$ cat config.mk
export PLATFORM = sky130hd
export DESIGN_NAME = pc_fetch
export DESIGN_NICKNAME = d
export VERILOG_FILES = /design/src/rtl/pc_fetch_pkg.sv /design/src/rtl/pc_fetch_fetch_buf.sv /design/src/rtl/pc_fetch.sv
export SDC_FILE = /design/constraint.sdc
export NUM_CORES = 1
export LEC_CHECK = 0
export CORE_MARGIN = 2
export CORE_UTILIZATION = 45
export CTS_BUF_LIST = sky130_fd_sc_hd__clkbuf_2
export CTS_CLUSTER_SIZE = 30
export DETAILED_ROUTE_END_ITERATION = 7
export GPL_TIMING_DRIVEN = 0
export HOLD_SLACK_MARGIN = 0.15
export PLACE_DENSITY = 0.82
export SYNTH_ARGS = -nofsm -noshare
export SYNTH_HDL_FRONTEND = slang
export SYNTH_SLANG_ARGS = --single-unit
$ cat constraint.sdc
create_clock -name clk -period 2.1 [get_ports clk]
set_input_delay 0.42 -clock clk [delete_from_list [all_inputs] [get_ports clk]]
set_output_delay 0.42 -clock clk [all_outputs]
set_load 0.01 [all_outputs]
$ cat src/rtl/pc_fetch_pkg.sv
// pc_fetch_pkg -- shared definitions for the instruction fetch block.
//   ADDR_W  : byte-address width of the instruction memory (10)
//   INSTR_W : instruction word width (32)
//   NOP     : canonical no-op encoding (addi x0,x0,0)
//   state_t : fetch FSM state encoding (IDLE, REQ, FULL)
//   pc_add  : modulo-2^ADDR_W address increment helper
package pc_fetch_pkg;

    localparam int ADDR_W  = 10;
    localparam int INSTR_W = 32;
    localparam logic [INSTR_W-1:0] NOP = 32'h0000_0013;

    typedef enum logic [1:0] {
        IDLE = 2'd0,
        REQ  = 2'd1,
        FULL = 2'd2
    } state_t;

    // Address arithmetic wraps naturally at 2^ADDR_W (3FC + 4 -> 000).
    function automatic logic [ADDR_W-1:0] pc_add(input logic [ADDR_W-1:0] pc,
                                                 input int step);
        return pc + ADDR_W'(step);
    endfunction

endpackage

$ cat src/rtl/pc_fetch_fetch_buf.sv
// fetch_buf -- one-entry holding register for a fetched instruction and its PC.
// Ports:
//   clk, rst_n    : clock, asynchronous active-low reset
//   load          : capture load_instr/load_pc and mark the entry valid
//   consume       : decode took the entry; mark it empty (data kept)
//   flush         : drop the entry because the fetch stream was redirected
//   load_instr    : instruction word to capture
//   load_pc       : address of that instruction
//   valid         : entry holds an instruction
//   instr, pc     : held instruction word and address
module fetch_buf
    import pc_fetch_pkg::*;
(
    input  logic               clk,
    input  logic               rst_n,
    input  logic               load,
    input  logic               consume,
    input  logic               flush,
    input  logic [INSTR_W-1:0] load_instr,
    input  logic [ADDR_W-1:0]  load_pc,
    output logic               valid,
    output logic [INSTR_W-1:0] instr,
    output logic [ADDR_W-1:0]  pc
);

    logic               valid_reg, valid_next;
    logic [INSTR_W-1:0] instr_reg;
    logic [ADDR_W-1:0]  pc_reg;

    // Load wins; the controller never loads and empties in the same cycle.
    always_comb begin
        valid_next = valid_reg;
        if (load) begin
            valid_next = 1'b1;
        end else if (consume || flush) begin
            valid_next = 1'b0;
        end
    end

    always_ff @(posedge clk or negedge rst_n) begin
        if (!rst_n) begin
            valid_reg <= 1'b0;
            instr_reg <= '0;
            pc_reg    <= '0;
        end else begin
            valid_reg <= valid_next;
            if (load) begin
                instr_reg <= load_instr;
                pc_reg    <= load_pc;
            end
        end
    end

    assign valid = valid_reg;
    assign instr = instr_reg;
    assign pc    = pc_reg;

endmodule

$ cat src/rtl/pc_fetch.sv
// pc_fetch -- single-outstanding-request instruction fetch unit.
// Fetches one word at a time from instruction memory into a one-entry buffer
// and offers it to decode; taken branches redirect the PC and discard any
// in-flight or buffered instruction.
// Parameters:
//   RESET_PC : first byte address fetched after reset
//   PC_STEP  : sequential PC increment in bytes
// Ports:
//   clk, rst_n                     : clock, asynchronous active-low reset
//   br_valid, br_taken, br_target  : branch-unit redirect
//   imem_req, imem_addr            : instruction-memory read request
//   imem_ack, imem_rdata           : read completion and data
//   if_valid, if_ready             : handshake to decode
//   if_instr, if_pc                : offered instruction and its address
//   redirect_cnt                   : saturating taken-redirect count
//                                    (only when PC_FETCH_PERF_EN is defined)
module pc_fetch
    import pc_fetch_pkg::*;
#(
    parameter logic [ADDR_W-1:0] RESET_PC = 10'h000,
    parameter int                PC_STEP  = 4
) (
    input  logic               clk,
    input  logic               rst_n,
    input  logic               br_valid,
    input  logic               br_taken,
    input  logic [ADDR_W-1:0]  br_target,
    output logic               imem_req,
    output logic [ADDR_W-1:0]  imem_addr,
    input  logic               imem_ack,
    input  logic [INSTR_W-1:0] imem_rdata,
    output logic               if_valid,
    input  logic               if_ready,
    output logic [INSTR_W-1:0] if_instr,
    output logic [ADDR_W-1:0]  if_pc
`ifdef PC_FETCH_PERF_EN
    ,
    output logic [15:0]        redirect_cnt
`endif
);

    state_t            state_reg, state_next;
    logic [ADDR_W-1:0] pc_reg, pc_next;
    // Address of the request on the bus; held while a killed request drains
    // even though pc_reg already points at the branch target.
    logic [ADDR_W-1:0] req_addr_reg, req_addr_next;
    // Set when the outstanding request belongs to a stale stream.
    logic              kill_reg, kill_next;

    logic redirect;
    logic buf_load, buf_consume, buf_flush;

    assign redirect = br_valid & br_taken;

    // ---------------------------------------------------------------- FSM
    always_ff @(posedge clk or negedge rst_n) begin
        if (!rst_n) begin
            state_reg <= IDLE;
        end else begin
            state_reg <= state_next;
        end
    end

    always_comb begin
        state_next = state_reg;
        unique case (state_reg)
            IDLE: state_next = REQ;
            // A killed or redirected response leaves us requesting again.
            REQ:  if (imem_ack && !kill_reg && !redirect) state_next = FULL;
            FULL: if (redirect || if_ready) state_next = REQ;
            default: state_next = IDLE;
        endcase
    end

    always_comb begin
        imem_req    = (state_reg == REQ);
        imem_addr   = req_addr_reg;
        buf_load    = (state_reg == REQ) && imem_ack && !kill_reg && !redirect;
        buf_consume = (state_reg == FULL) && if_ready && !redirect;
        buf_flush   = (state_reg == FULL) && redirect;
    end

    // ----------------------------------------------------------- datapath
    always_comb begin
        pc_next   = pc_reg;
        kill_next = 1'b0;
        if (buf_load) begin
            pc_next = pc_add(pc_reg, PC_STEP);
        end
        // Redirect last so the most recent target always wins.
        if (redirect) begin
            pc_next = br_target;
        end
        // Mid-request: the address must not move until the ack arrives.
        if ((state_reg == REQ) && !imem_ack) begin
            kill_next     = kill_reg | redirect;
            req_addr_next = req_addr_reg;
        end else begin
            req_addr_next = pc_next;
        end
    end

    always_ff @(posedge clk or negedge rst_n) begin
        if (!rst_n) begin
            pc_reg       <= RESET_PC;
            req_addr_reg <= RESET_PC;
            kill_reg     <= 1'b0;
        end else begin
            pc_reg       <= pc_next;
            req_addr_reg <= req_addr_next;
            kill_reg     <= kill_next;
        end
    end

    fetch_buf u_buf (
        .clk        (clk),
        .rst_n      (rst_n),
        .load       (buf_load),
        .consume    (buf_consume),
        .flush      (buf_flush),
        .load_instr (imem_rdata),
        .load_pc    (req_addr_reg),
        .valid      (if_valid),
        .instr      (if_instr),
        .pc         (if_pc)
    );

`ifdef PC_FETCH_PERF_EN
    logic [15:0] redirect_cnt_reg, redirect_cnt_next;

    always_comb begin
        redirect_cnt_next = redirect_cnt_reg;
        if (redirect && (redirect_cnt_reg != 16'hFFFF)) begin
            redirect_cnt_next = redirect_cnt_reg + 16'd1;
        end
    end

    always_ff @(posedge clk or negedge rst_n) begin
        if (!rst_n) begin
            redirect_cnt_reg <= '0;
        end else begin
            redirect_cnt_reg <= redirect_cnt_next;
        end
    end

    assign redirect_cnt = redirect_cnt_reg;
`endif

endmodule

==> out/results.ini <==
[outcome]
status = finished clean

[synthesis]
ys_seq_area_share_pct = 62.2
syn_nets = 229
yosys-top-cells-area = dfrtp_1 (62%), mux2_2 (23%), xor2_1 (2.0%), a21oi_1 (1.5%), nand4_1 (1.2%)
netlist.area_leader.share_pct = 62.2
syn-cell-area_um2 = 2660
netlist_instances = 180
syn_avg_cell_area_um2 = 14.8
yosysTopAreaCell = dfrtp_1
synthDistinctLibCells = 26
ys_ff_latch = 66
ys_warn_count = 0

[layout]
final_common_cell = clkdlybuf4s50_1
final-instance-count-excl-fill = 370
largest_reg_flops = 32
synthToLayoutAreaGrowth_pct = 47.7
n_antenna_cell = 0
layout_common_cells = clkdlybuf4s50_1 (98), dfrtp_1 (66), mux2_2 (55)
nets = 342
fin_area_um2 = 3920
drive_above_1_share_pct = 27.2

[floorplanning]
initial_core_util_pct = 47.3
die-width_um = 80.8
fp.dieArea_um2 = 6530
core_area_um2 = 5610
die_h_um = 80.8
boundaryPins = 102
placementRows = 27

[setup_path]
cp_top_family = flip-flops
worst_r2r_path_depth = 6
path_cells = and2b_1 > dlygate4sd2_1
end_kind = output port
timing.rr.end = imem_addr[9]$_DFFE_PN0N_
r2r_slack_ns = 0.40
cp-start-kind = flip-flop
crit_buf_inv = 1
crit_arrival_ns = 1.49
path_class = reg -> out
worst_path_max_delay_cell = dfrtp_1
cp_max_fo = 6
worstPathRequired_ns = 1.68
cpPeakStageDelay_ns = 0.47
r2r_start = state_reg[1]$_DFFE_PN0P_
crit_start = state_reg[0]$_DFFE_PN0P_

[placed_design]
gp_congestion = 0.739
place.port_buffers = 100
dp_hpwl_um = 3980
dp_cells = 352
post_dp_cell_area_um2 = 3740

[detailed_routing]
routed_wl_um = 5630
vias_per_cell = 4.97
wl_per_cell_um = 15.2
drt_first_iter_violations = 78
ant_nets = 0
drc = 0
dr.pass1.iters = 4
route.vias.total = 1840

[cts]
ctsRootBufferMaster = clkbuf_2
cts.htree.levels = 3
cts_buffers = 9
cts_tree = yes
clk_path_buf_depth = 2
path_clk_slew_ns = 0.18
clock_sinks = 66
clk_latency_ns = 0.49

[pwr]
vdd_drop_max_mv = 1.06
power.leakage_nw = 1.63
pwr_density_cell_nw_per_um2 = 1420

[sta]
grt_setup_unrepaired = false
finClkSkew_ns = 0.0123
period_share_pct = 90.7
drv_slew = 0
worst_slew_pin_slew_ns = 0.805
slew_headroom_pct = 46.3
hold_viol = 0
fin_setup_tns_ns = 0
fin_crit_ns = 1.91
setup_violations = 0
max_freq_mhz = 525

[worst_hold_path]
min_delay_path_depth = 3
min_path_type = in -> reg
holdPathEnd = pc_reg[6]$_DFF_PN0_
min_from = br_target[6]

[global_route]
grt_antenna_before_repair = 0
grt_pass1_wl_um = 8840
overflow = 0
grt_max_degree = 67
track_usage_pct = 18.3
grt_pass1_vias = 1860

[job]
cap_violations = 0

where the power goes:
part,switching [mW],internal (mW),leakage (nW)
Combinational,0.883,1.54,0.785
Clock,0.468,0.509,0.0841
Sequential,0.338,1.85,0.761
Yosys cell counts (all sizes together):
| cell | instances |
|---|---|
| and3b | 1 |
| ha | 1 |
| nand2b | 2 |
| and2 | 1 |
| nand3 | 4 |
| and2b | 1 |
| and3 | 1 |
| buf | 6 |
| nand4 | 5 |
| clkbuf | 1 |
| and4b | 1 |
| nor2 | 8 |
| a21o | 1 |
| nand2 | 4 |
| a21oi | 9 |
| a22oi | 1 |
| nand3b | 3 |
| mux2 | 55 |
| dfrtp | 66 |
| o21ai | 1 |
| xor2 | 6 |
| and4 | 1 |
| mux2i | 1 |
cell type report:
| cell class | instances | area, um2 |
|---|---|---|
| multi-input combinational | 107 | 962 |
| tap | 72 | 90.1 |
| buffer | 7 | 41.3 |
| sequential | 66 | 1650 |
| fill | 421 | 1690 |
| clock buffer | 9 | 45.0 |
| clock inverter | 7 | 118 |
| timing repair buffer | 102 | 1010 |
cell families after synthesis:
logic type,Yosys count,share of synthesized area [%]
AO/OA/AOI/OAI,12,2.87
AND/OR/NAND/NOR,32,7.21
XOR/XNOR,6,1.98
adder cells (fa/ha/maj),1,0.471
multiplexers,56,23.7
flip-flops,66,62.2
buffers and inverters,7,1.55
timing repair:
action,CTS,global route
hold endpoints to repair,66,0
buffers inserted,1,0
gates resized for setup,1,0
hold buffers,1,0
setup endpoints to repair,1,0
per-layer routing:
layer  GRT usage [%]  up-vias  wire length (um)
met5               0        -                 0
met4            9.66        0               110
met3            4.67       10               295
met2            29.2       59              2890
met1            23.2      901              2340
li1                -      870                 -
tightest hold or removal path, cell delays in order:
cell             delay [ns]
clkdlybuf4s50_1        0.41
nor2_1                 0.10
a21oi_1                0.05
worst max path at each step:
stage                                       endpoint  slack (ns)  depth (start not counted)
after CTS                                   imem_req        0.15                          2
after global routing                    imem_addr[9]        0.11                          1
after global placement    u_buf.instr[0]$_DFFE_PN0P_       -1.60                          1
final                                       imem_req        0.19                          2
after floorplan             imem_addr[0]$_DFFE_PN0N_        0.58                          4
after detailed placement    imem_addr[9]$_DFFE_PN0N_       -0.04                          6
metrics by stage:
| stage | utilization [%] | power [mW] | worst slack (ns) | hold WS, ns |
|---|---|---|---|---|
| detailed placement | 66.8 | 4.67 | -0.0393 | 0.485 |
| finish | 69.9 | 5.59 | 0.195 | 0.509 |
| global placement | 66.8 | 4.59 | -1.60 | 0.477 |
| CTS | 69.9 | 5.66 | 0.150 | 0.452 |
| floorplan | - | 3.30 | 0.582 | 0.124 |
| global route | 69.9 | 5.92 | 0.109 | 0.465 |
Note: power is estimated with default switching activity, not from simulation.
